--- src/rtl/reg_file_nxm.sv ---
// Dual-read, single-write register file with per-entry valid bits and a
// sequential bulk-clear engine that sweeps one entry per clock.
module reg_file_nxm #(
  parameter  int WIDTH = 4,
  parameter  int DEPTH = 4,
  localparam int AW    = $clog2(DEPTH)
) (
  input  logic             clk,
  input  logic             rst_n,
  input  logic             wr_enb_n,
  input  logic [AW-1:0]    wr_sel,
  input  logic [WIDTH-1:0] data_in,
  input  logic             rd_enb_n_a,
  input  logic [AW-1:0]    rd_sel_a,
  input  logic             rd_enb_n_b,
  input  logic [AW-1:0]    rd_sel_b,
  input  logic             clr,
  output logic [WIDTH-1:0] data_out_a,
  output logic             valid_a,
  output logic [WIDTH-1:0] data_out_b,
  output logic             valid_b,
  output logic             busy
);

  localparam logic [AW:0]      DEPTH_W  = (AW+1)'(DEPTH);
  localparam logic [AW-1:0]    LAST_IDX = AW'(DEPTH - 1);
  localparam logic [WIDTH-1:0] IDLE_BUS = {WIDTH{1'b1}};

  typedef enum logic {
    ST_IDLE  = 1'b0,
    ST_CLEAR = 1'b1
  } state_t;

  state_t           state_r;
  state_t           state_nxt_s;
  logic [AW-1:0]    idx_r;
  logic             busy_r;
  logic [WIDTH-1:0] entry_r [DEPTH];
  logic [DEPTH-1:0] valid_r;
  logic             wr_acc_s;
  logic [WIDTH:0]   rd_a_s;
  logic [WIDTH:0]   rd_b_s;
  logic [WIDTH-1:0] data_out_a_r;
  logic [WIDTH-1:0] data_out_b_r;
  logic             valid_a_r;
  logic             valid_b_r;

  // Read lookup result as {valid, data}; an accepted write to the same address wins.
  function automatic logic [WIDTH:0] rd_lookup(input logic enb_n, input logic [AW-1:0] sel);
    logic [WIDTH:0] res;
    res = {1'b0, IDLE_BUS};
    if (enb_n || ({1'b0, sel} >= DEPTH_W)) begin
      res = {1'b0, IDLE_BUS};
    end else if (wr_acc_s && (wr_sel == sel)) begin
      res = {1'b1, data_in};
    end else if (valid_r[sel]) begin
      res = {1'b1, entry_r[sel]};
    end else begin
      res = {1'b0, IDLE_BUS};
    end
    return res;
  endfunction

  // Write qualification: only in IDLE, not alongside a clear request, in range.
  always_comb begin
    wr_acc_s = 1'b0;
    if (!wr_enb_n && (state_r == ST_IDLE) && !clr && ({1'b0, wr_sel} < DEPTH_W)) begin
      wr_acc_s = 1'b1;
    end else begin
      wr_acc_s = 1'b0;
    end
  end

  // Clear FSM next-state decode.
  always_comb begin
    state_nxt_s = state_r;
    case (state_r)
      ST_IDLE: begin
        if (clr) state_nxt_s = ST_CLEAR;
        else     state_nxt_s = ST_IDLE;
      end
      ST_CLEAR: begin
        if (idx_r == LAST_IDX) state_nxt_s = ST_IDLE;
        else                   state_nxt_s = ST_CLEAR;
      end
      default: state_nxt_s = ST_IDLE;
    endcase
  end

  // Read port lookups for both ports.
  always_comb begin
    rd_a_s = rd_lookup(rd_enb_n_a, rd_sel_a);
    rd_b_s = rd_lookup(rd_enb_n_b, rd_sel_b);
  end

  // FSM state, sweep index and busy flag.
  always_ff @(posedge clk or negedge rst_n) begin
    if (!rst_n) begin
      state_r <= ST_IDLE;
      idx_r   <= {AW{1'b0}};
      busy_r  <= 1'b0;
    end else begin
      state_r <= state_nxt_s;
      busy_r  <= (state_nxt_s == ST_CLEAR);
      if ((state_r == ST_CLEAR) && (idx_r != LAST_IDX)) idx_r <= idx_r + AW'(1);
      else                                              idx_r <= {AW{1'b0}};
    end
  end

  // Storage array: the clear sweep has priority, writes are already blocked while busy.
  always_ff @(posedge clk or negedge rst_n) begin
    if (!rst_n) begin
      for (int i = 0; i < DEPTH; i++) entry_r[i] <= {WIDTH{1'b0}};
      valid_r <= {DEPTH{1'b0}};
    end else if (state_r == ST_CLEAR) begin
      entry_r[idx_r] <= {WIDTH{1'b0}};
      valid_r[idx_r] <= 1'b0;
    end else if (wr_acc_s) begin
      entry_r[wr_sel] <= data_in;
      valid_r[wr_sel] <= 1'b1;
    end else begin
      valid_r <= valid_r;
    end
  end

  // Registered read outputs; idle bus value is all ones.
  always_ff @(posedge clk or negedge rst_n) begin
    if (!rst_n) begin
      data_out_a_r <= IDLE_BUS;
      valid_a_r    <= 1'b0;
      data_out_b_r <= IDLE_BUS;
      valid_b_r    <= 1'b0;
    end else begin
      data_out_a_r <= rd_a_s[WIDTH-1:0];
      valid_a_r    <= rd_a_s[WIDTH];
      data_out_b_r <= rd_b_s[WIDTH-1:0];
      valid_b_r    <= rd_b_s[WIDTH];
    end
  end

  assign data_out_a = data_out_a_r;
  assign valid_a    = valid_a_r;
  assign data_out_b = data_out_b_r;
  assign valid_b    = valid_b_r;
  assign busy       = busy_r;

endmodule

--- config.mk ---
export PLATFORM = sky130hd
export DESIGN_NAME = reg_file_nxm
export DESIGN_NICKNAME = d
export VERILOG_FILES = /design/src/rtl/reg_file_nxm.sv
export SDC_FILE = /design/constraint.sdc
export NUM_CORES = 1
export LEC_CHECK = 0
export CORE_MARGIN = 3
export CORE_UTILIZATION = 50
export CTS_BUF_LIST = sky130_fd_sc_hd__clkbuf_2 sky130_fd_sc_hd__clkbuf_4 sky130_fd_sc_hd__clkbuf_8
export CTS_CLUSTER_DIAMETER = 30
export DETAILED_ROUTE_END_ITERATION = 12
export GPL_TIMING_DRIVEN = 0
export PLACE_DENSITY = 0.75
export SLEW_MARGIN = 0
export SYNTH_ARGS = -nofsm -noshare
export SYNTH_HDL_FRONTEND = slang
export SYNTH_SLANG_ARGS = --single-unit
--- constraint.sdc ---
create_clock -name clk -period 2.86 [get_ports clk]
set_input_delay 0.572 -clock clk [delete_from_list [all_inputs] [get_ports clk]]
set_output_delay 0.572 -clock clk [all_outputs]
set_load 0.05 [all_outputs]
After elaboration in Yosys (flattened, before gate mapping)

Cells that the tools add are included.

Add/sub/neg operators: 1
Order comparisons: 12
Eq/ne operators: 4
Multiplexer cells: 34
Bitwise operators: 10
Reduce and logical (&&, ||, !) cells: 12

Operator list:

| cell                | count |
|---|---|
| $mux 16             | 2 |
| $mux 4              | 8 |
| $mux 5              | 6 |
| $and 16x16->16      | 1 |
| $bmux 4 s2          | 2 |
| $bwmux 16           | 1 |
| $demux 4 s2         | 2 |
| $not 16->16         | 1 |
| $ge 3x3->1 const B  | 4 |
| $lt 2x3->1 const B  | 4 |
| $not 2->3           | 4 |
| $logic_and 1x1->1   | 9 |
| $mux 1              | 7 |
| $lt 3x1->1 const B  | 2 |
| $and 4x4->4         | 1 |
| $bmux 1 s2          | 2 |
| $demux 1 s2         | 2 |
| $eq 2x2->1          | 2 |
| $ge 2x1->1 const B  | 2 |
| $not 4->4           | 1 |
| $or 4x4->4          | 1 |
| $add 2x1->2 const B | 1 |
| $eq 2x2->1 const B  | 1 |
| $logic_not 1->1     | 2 |
| other kinds (5)     | 5 |

Flip-flop bits (word level): 33
Input port bits: 16
Logic and storage cells: 84

Longest topological paths before layout

Gate-level depths: netlist of run 1.

Word-level depth: 8
Mapped depth: 5
Gate-level depth less buffers: 5

Least setup slack after synthesis of run 1

OpenSTA, ideal clock, no wires.

Path type: input to register
Start point: input port rd_sel_a[1]
End point: register data_out_a_r[3] (netlist: data_out_a[3])
Arrival time: 1.584 ns
Required time: 2.763 ns
Path slack: 1.179 ns
Cell stages on the path: 4
Path through: clkbuf_1 > mux4_1 > nor2b_1 > a22oi_1

Word-level cells in the longest chain between the ends: 7

RTL lines:

| what                                      | line | text |
|---|---|---|
| from (decl)                               | 14   | `input logic [AW-1:0] rd_sel_a,` |
| $not 2->3 (implied by the code)           | 57   | `res = {1'b1, entry_r[sel]};` |
| $bmux 4 s2                                | 57   |  |
| $mux 4 (implied by the code) (2 in a row) | 57   |  |
| $mux 5                                    | 56   | `end else if (valid_r[sel]) begin` |
| $mux 5 *                                  | 54   | `end else if (wr_acc_s && (wr_sel == sel)) begin` |
| $mux 5 *                                  | 52   | `if (enb_n \|\| ({1'b0, sel} >= DEPTH_W)) begin` |
| net rd_a_s[3]                             | 41   | `logic [WIDTH:0] rd_a_s;` |
| to (signal assigned)                      | 134  | `data_out_a_r <= rd_a_s[WIDTH-1:0];` |
| to (decl)                                 | 43   | `logic [WIDTH-1:0] data_out_a_r;` |

The timed path passes the listed nets; every way through them passes the cells marked *. The select of a mux whose other input is x is not followed.
A chain may end at the register's enable or synchronous reset.

Worst setup path in the final report of run 1

Start point: register data_out_a_r[3] (netlist: data_out_a[3])
End point: output port data_out_a[3]

RTL lines:

| what      | line | text |
|---|---|---|
| to (decl) | 18   | `output logic [WIDTH-1:0] data_out_a,` |

No word-level cell between the ends.

==> run_results.csv, run 1 <==
group,metric,value,unit
final_layout,seq_area,836,um^2
clock_network,clk_latency,0.35,ns
power_and_ir_drop,internal_power,0.962,mW
clock_network,clkTransAtPathRegs,0.11,ns
yosys,synth_top_area_share,34.4,%
yosys,synthAdderAreaFrac,2.75,%
final_layout,final_util,62.2,%
yosys,synth_compound_area_share,5.77,%
routing,top_layer,"met4",
yosys,yosys.area_share.simple,14.0,%
setup_path,critical-path-max-stage-delay,0.79,ns
sta,rsz0062_at_grt,"no",
clock_network,cts_resized,0,
setup_path,worstSetupStartpointType,"flop",
yosys,syn_inst,162,
final_layout,antenna_cells,0,
clock_network,postCtsSetupBuffers,0,
placement,numPortBuffers,18,
placement,gp_congestion,0.836,
setup_path,crit_path_end_kind,"output port",
sta,final-setup-viol-count,0,
final_layout,fillers,269,
power_and_ir_drop,ir_drop,366,uV
sta,slew_violations,0,
power_and_ir_drop,p_comb_share,37.0,%
floorplan,die_width,66.3,um
yosys,avgSynthCellArea,11.2,um^2
routing,drtIter0Drc,117,
yosys,synth_cell_types,23,
sta,hold_ws,0.264,ns
global_route,grt_pass1_wl,6.07,mm
routing,wl_met3,182,um
yosys,synthFlopType,"dfrtp_1",
yosys,synth_mux_area_share,23.4,%
yosys,synth_top_cell_by_area,"dfrtp_1",
clock_network,ctsHoldBuffers,0,
yosys,synth_seq_cells,33,
setup_path,path_cells,"clkdlybuf4s50_1",
floorplan,die_h,66.3,um
routing,drcViolationCount,0,
final_layout,syn_to_final_growth,16.6,%
floorplan,die_area,0.00440,mm^2
final_layout,nets,207,
sta,finClkSkew,0.00718,ns
yosys,synthXorXnorAreaFrac,3.85,%
yosys,synth_warnings,0,
routing,avgViaCountPerCell,5.61,
routing,num_vias,1312,
global_route,track_usage,19.4,%
power_and_ir_drop,power_switching,0.587,mW
yosys,yosys-top-cells-count,"30 x nand2_1, 25 x dfrtp_1, 18 x nor2_1",
routing,route.layer.met1.wl,1.54,mm
sta,fin_crit,2.25,ns
min_path,min_path_type,"in2async",
floorplan,io_pins,27,
floorplan,core,0.00342,mm^2
run,maxCapViolCount,0,
yosys,synth_top_family_by_area,"multiplexers",
power_and_ir_drop,power_switching_share,37.9,%
outcome,status,"completed",
yosys,ys_seq_area_share,45.9,%
setup_path,worstPathRequired,2.29,ns
routing,dr_wl_met2,2.00,mm
routing,drt-total-wl,3.80,mm
power_and_ir_drop,power_density,729,mW/mm^2
setup_path,critPathArrivalTime,1.68,ns
yosys,yosysMostFrequentCell,"nand2_1",
floorplan,rows,21,
power_and_ir_drop,power.leakage,1.07,nW
floorplan,initial_core_util,53.3,%
setup_path,crit_type,"reg2out",
global_route,grt_pass1_vias,1309,
global_route,grt_antenna_before_repair,0,
sta,worst_pin_slew,0.727,ns
power_and_ir_drop,clkPwrFrac,20.2,%
setup_path,cp_num_buf_inv,1,
placement,pre_cts_slack,0.658,ns
placement,dp_hpwl,2.92,mm
yosys,synth_edf_count,0,
yosys,netlist_area,0.00182,mm^2
sta,finalHoldViolCount,0,
routing,drtPass1Iterations,4,
clock_network,cts_tree,"built",
setup_path,crit_family,"buffers and inverters",
clock_network,cts-root-buf,"clkbuf_4",
power_and_ir_drop,power,1.55,mW
clock_network,htreeDepth,2,
power_and_ir_drop,seq_power_share,42.9,%
yosys,async_flop_share,100,%
sta,fin_crit_sh,78.8,%
sta,tns,0,ns
setup_path,cp_max_fo,1,
clock_network,cts.sinks,33,
sta,setup_ws,0.606,ns
sta,timing.fmax,444,MHz
global_route,grt_overflow,0,
routing,ant_nets,0,
sta,max_slew_margin,51.5,%
routing,detail_route.wl_per_cell,16.3,um
yosys,netlist_top_cells_area,"dfrtp_1 34%, dfstp_2 12%, mux4_1 12%",
yosys,syn-num-nets,182,
clock_network,clk_path_buf_depth,2,
final_layout,multi_input_comb_area,906,um^2
clock_network,cts_made_buffers,5,
final_layout,layout-drive-gt1-share,14.4,%
setup_path,cpMaxStageDelayCell,"clkdlybuf4s50_1",
global_route,grt_max_degree,34,
[final cells by class]
cell class / instances / area share [%]
Buffer: 9 / 2.47
Clock buffer: 7 / 3.06
Clock inverter: 1 / 0.236
Inverter: 7 / 1.24
Multi-Input combinational cell: 113 / 42.7
Sequential cell: 33 / 39.4
Tap cell: 46 / 2.71
Timing Repair Buffer: 18 / 8.25
[cells in the final DEF, fill, tap and decap left out, types with 2 or more instances in the layout]
cell type	count
mux4_1	8
mux2i_1	17
inv_1	7
clkbuf_4	5
nand3_1	2
clkdlybuf4s50_1	17
clkbuf_1	2
dfrtp_1	25
buf_2	4
a22oi_1	8
xor2_1	4
nor3_1	4
ha_1	4
o31a_2	2
dfstp_2	8
nor2b_1	4
mux4_2	2
nor2_1	18
xnor2_1	4
clkbuf_8	2
nand2_1	30
buf_1	2
a31oi_1	4
buf_6	2
[worst paths after layout]
kind                               startpoint             to  slack [ns]  depth (start not counted)
worst max-delay path            data_out_a[3]  data_out_a[3]        0.61                          1
min in group clk                     idx_r[0]       idx_r[0]        0.49                          1
max in group asynchronous               rst_n     entry_r[8]        2.13                          1
worst min-delay path                    rst_n        valid_a        0.26                          1
worst max register to register           busy  data_out_b[0]        1.21                          4
worst min register to register       idx_r[0]       idx_r[0]        0.49                          1
[per-stage QoR]
step           instance area, um^2  instances
6_report                      2120        234
3_5_place_dp                  2050        226
5_1_grt                       2120        234
2_1_floorplan                 1820        162
3_3_place_gp                  2060        226
4_1_cts                       2120        234
[power by group through the flow]
| stage | Clock, mW | Sequential [mW] | Combinational, mW |
|---|---|---|---|
| floorplan | 0 | 0.772 | 0.300 |
| global placement | 0 | 0.660 | 0.558 |
| detailed placement | 0 | 0.673 | 0.576 |
| CTS | 0.312 | 0.664 | 0.578 |
| global route | 0.330 | 0.676 | 0.620 |
| finish | 0.312 | 0.664 | 0.573 |
[per-layer routing]
layer  up-vias  track usage (%)
li1        617                -
met1       646             21.4
met2        41             33.8
met3         8             6.29
met4         0             8.38
met5         -                0
[kinds of logic after synthesis]
family          after synthesis
simple gates                 60
buf+inv                      16
flops                        33
fa+ha+maj                     4
xor+xnor                      8
compound gates               14
mux                          27
[registers in the layout (all words and copies together), names as in the netlist]
register    cells
entry_r        16
valid_b         1
valid_r         4
data_out_b      4
data_out_a      4
idx_r           2
busy            1
valid_a         1
(Power assumes the default switching activity.)
==> inputs of run 2 (changes only) <==
==> constraint.sdc (replaced) <==
create_clock -name clk -period 2.3 [get_ports clk]
set_input_delay 0.46 -clock clk [delete_from_list [all_inputs] [get_ports clk]]
set_output_delay 0.46 -clock clk [all_outputs]
set_load 0.05 [all_outputs]
==> results of run 2 <==
Same layout as run 1 (identical final DEF). Status: completed.
Main changes from that run: setup slack after placement 0.658 ns -> 0.210 ns; setup slack after layout 0.606 ns -> 0.158 ns; hold slack 0.264 ns -> 0.152 ns; register-to-register setup slack 1.21 ns -> 0.65 ns; total power 1.55 mW -> 1.93 mW; worst IR drop on VDD 366 uV -> 456 uV
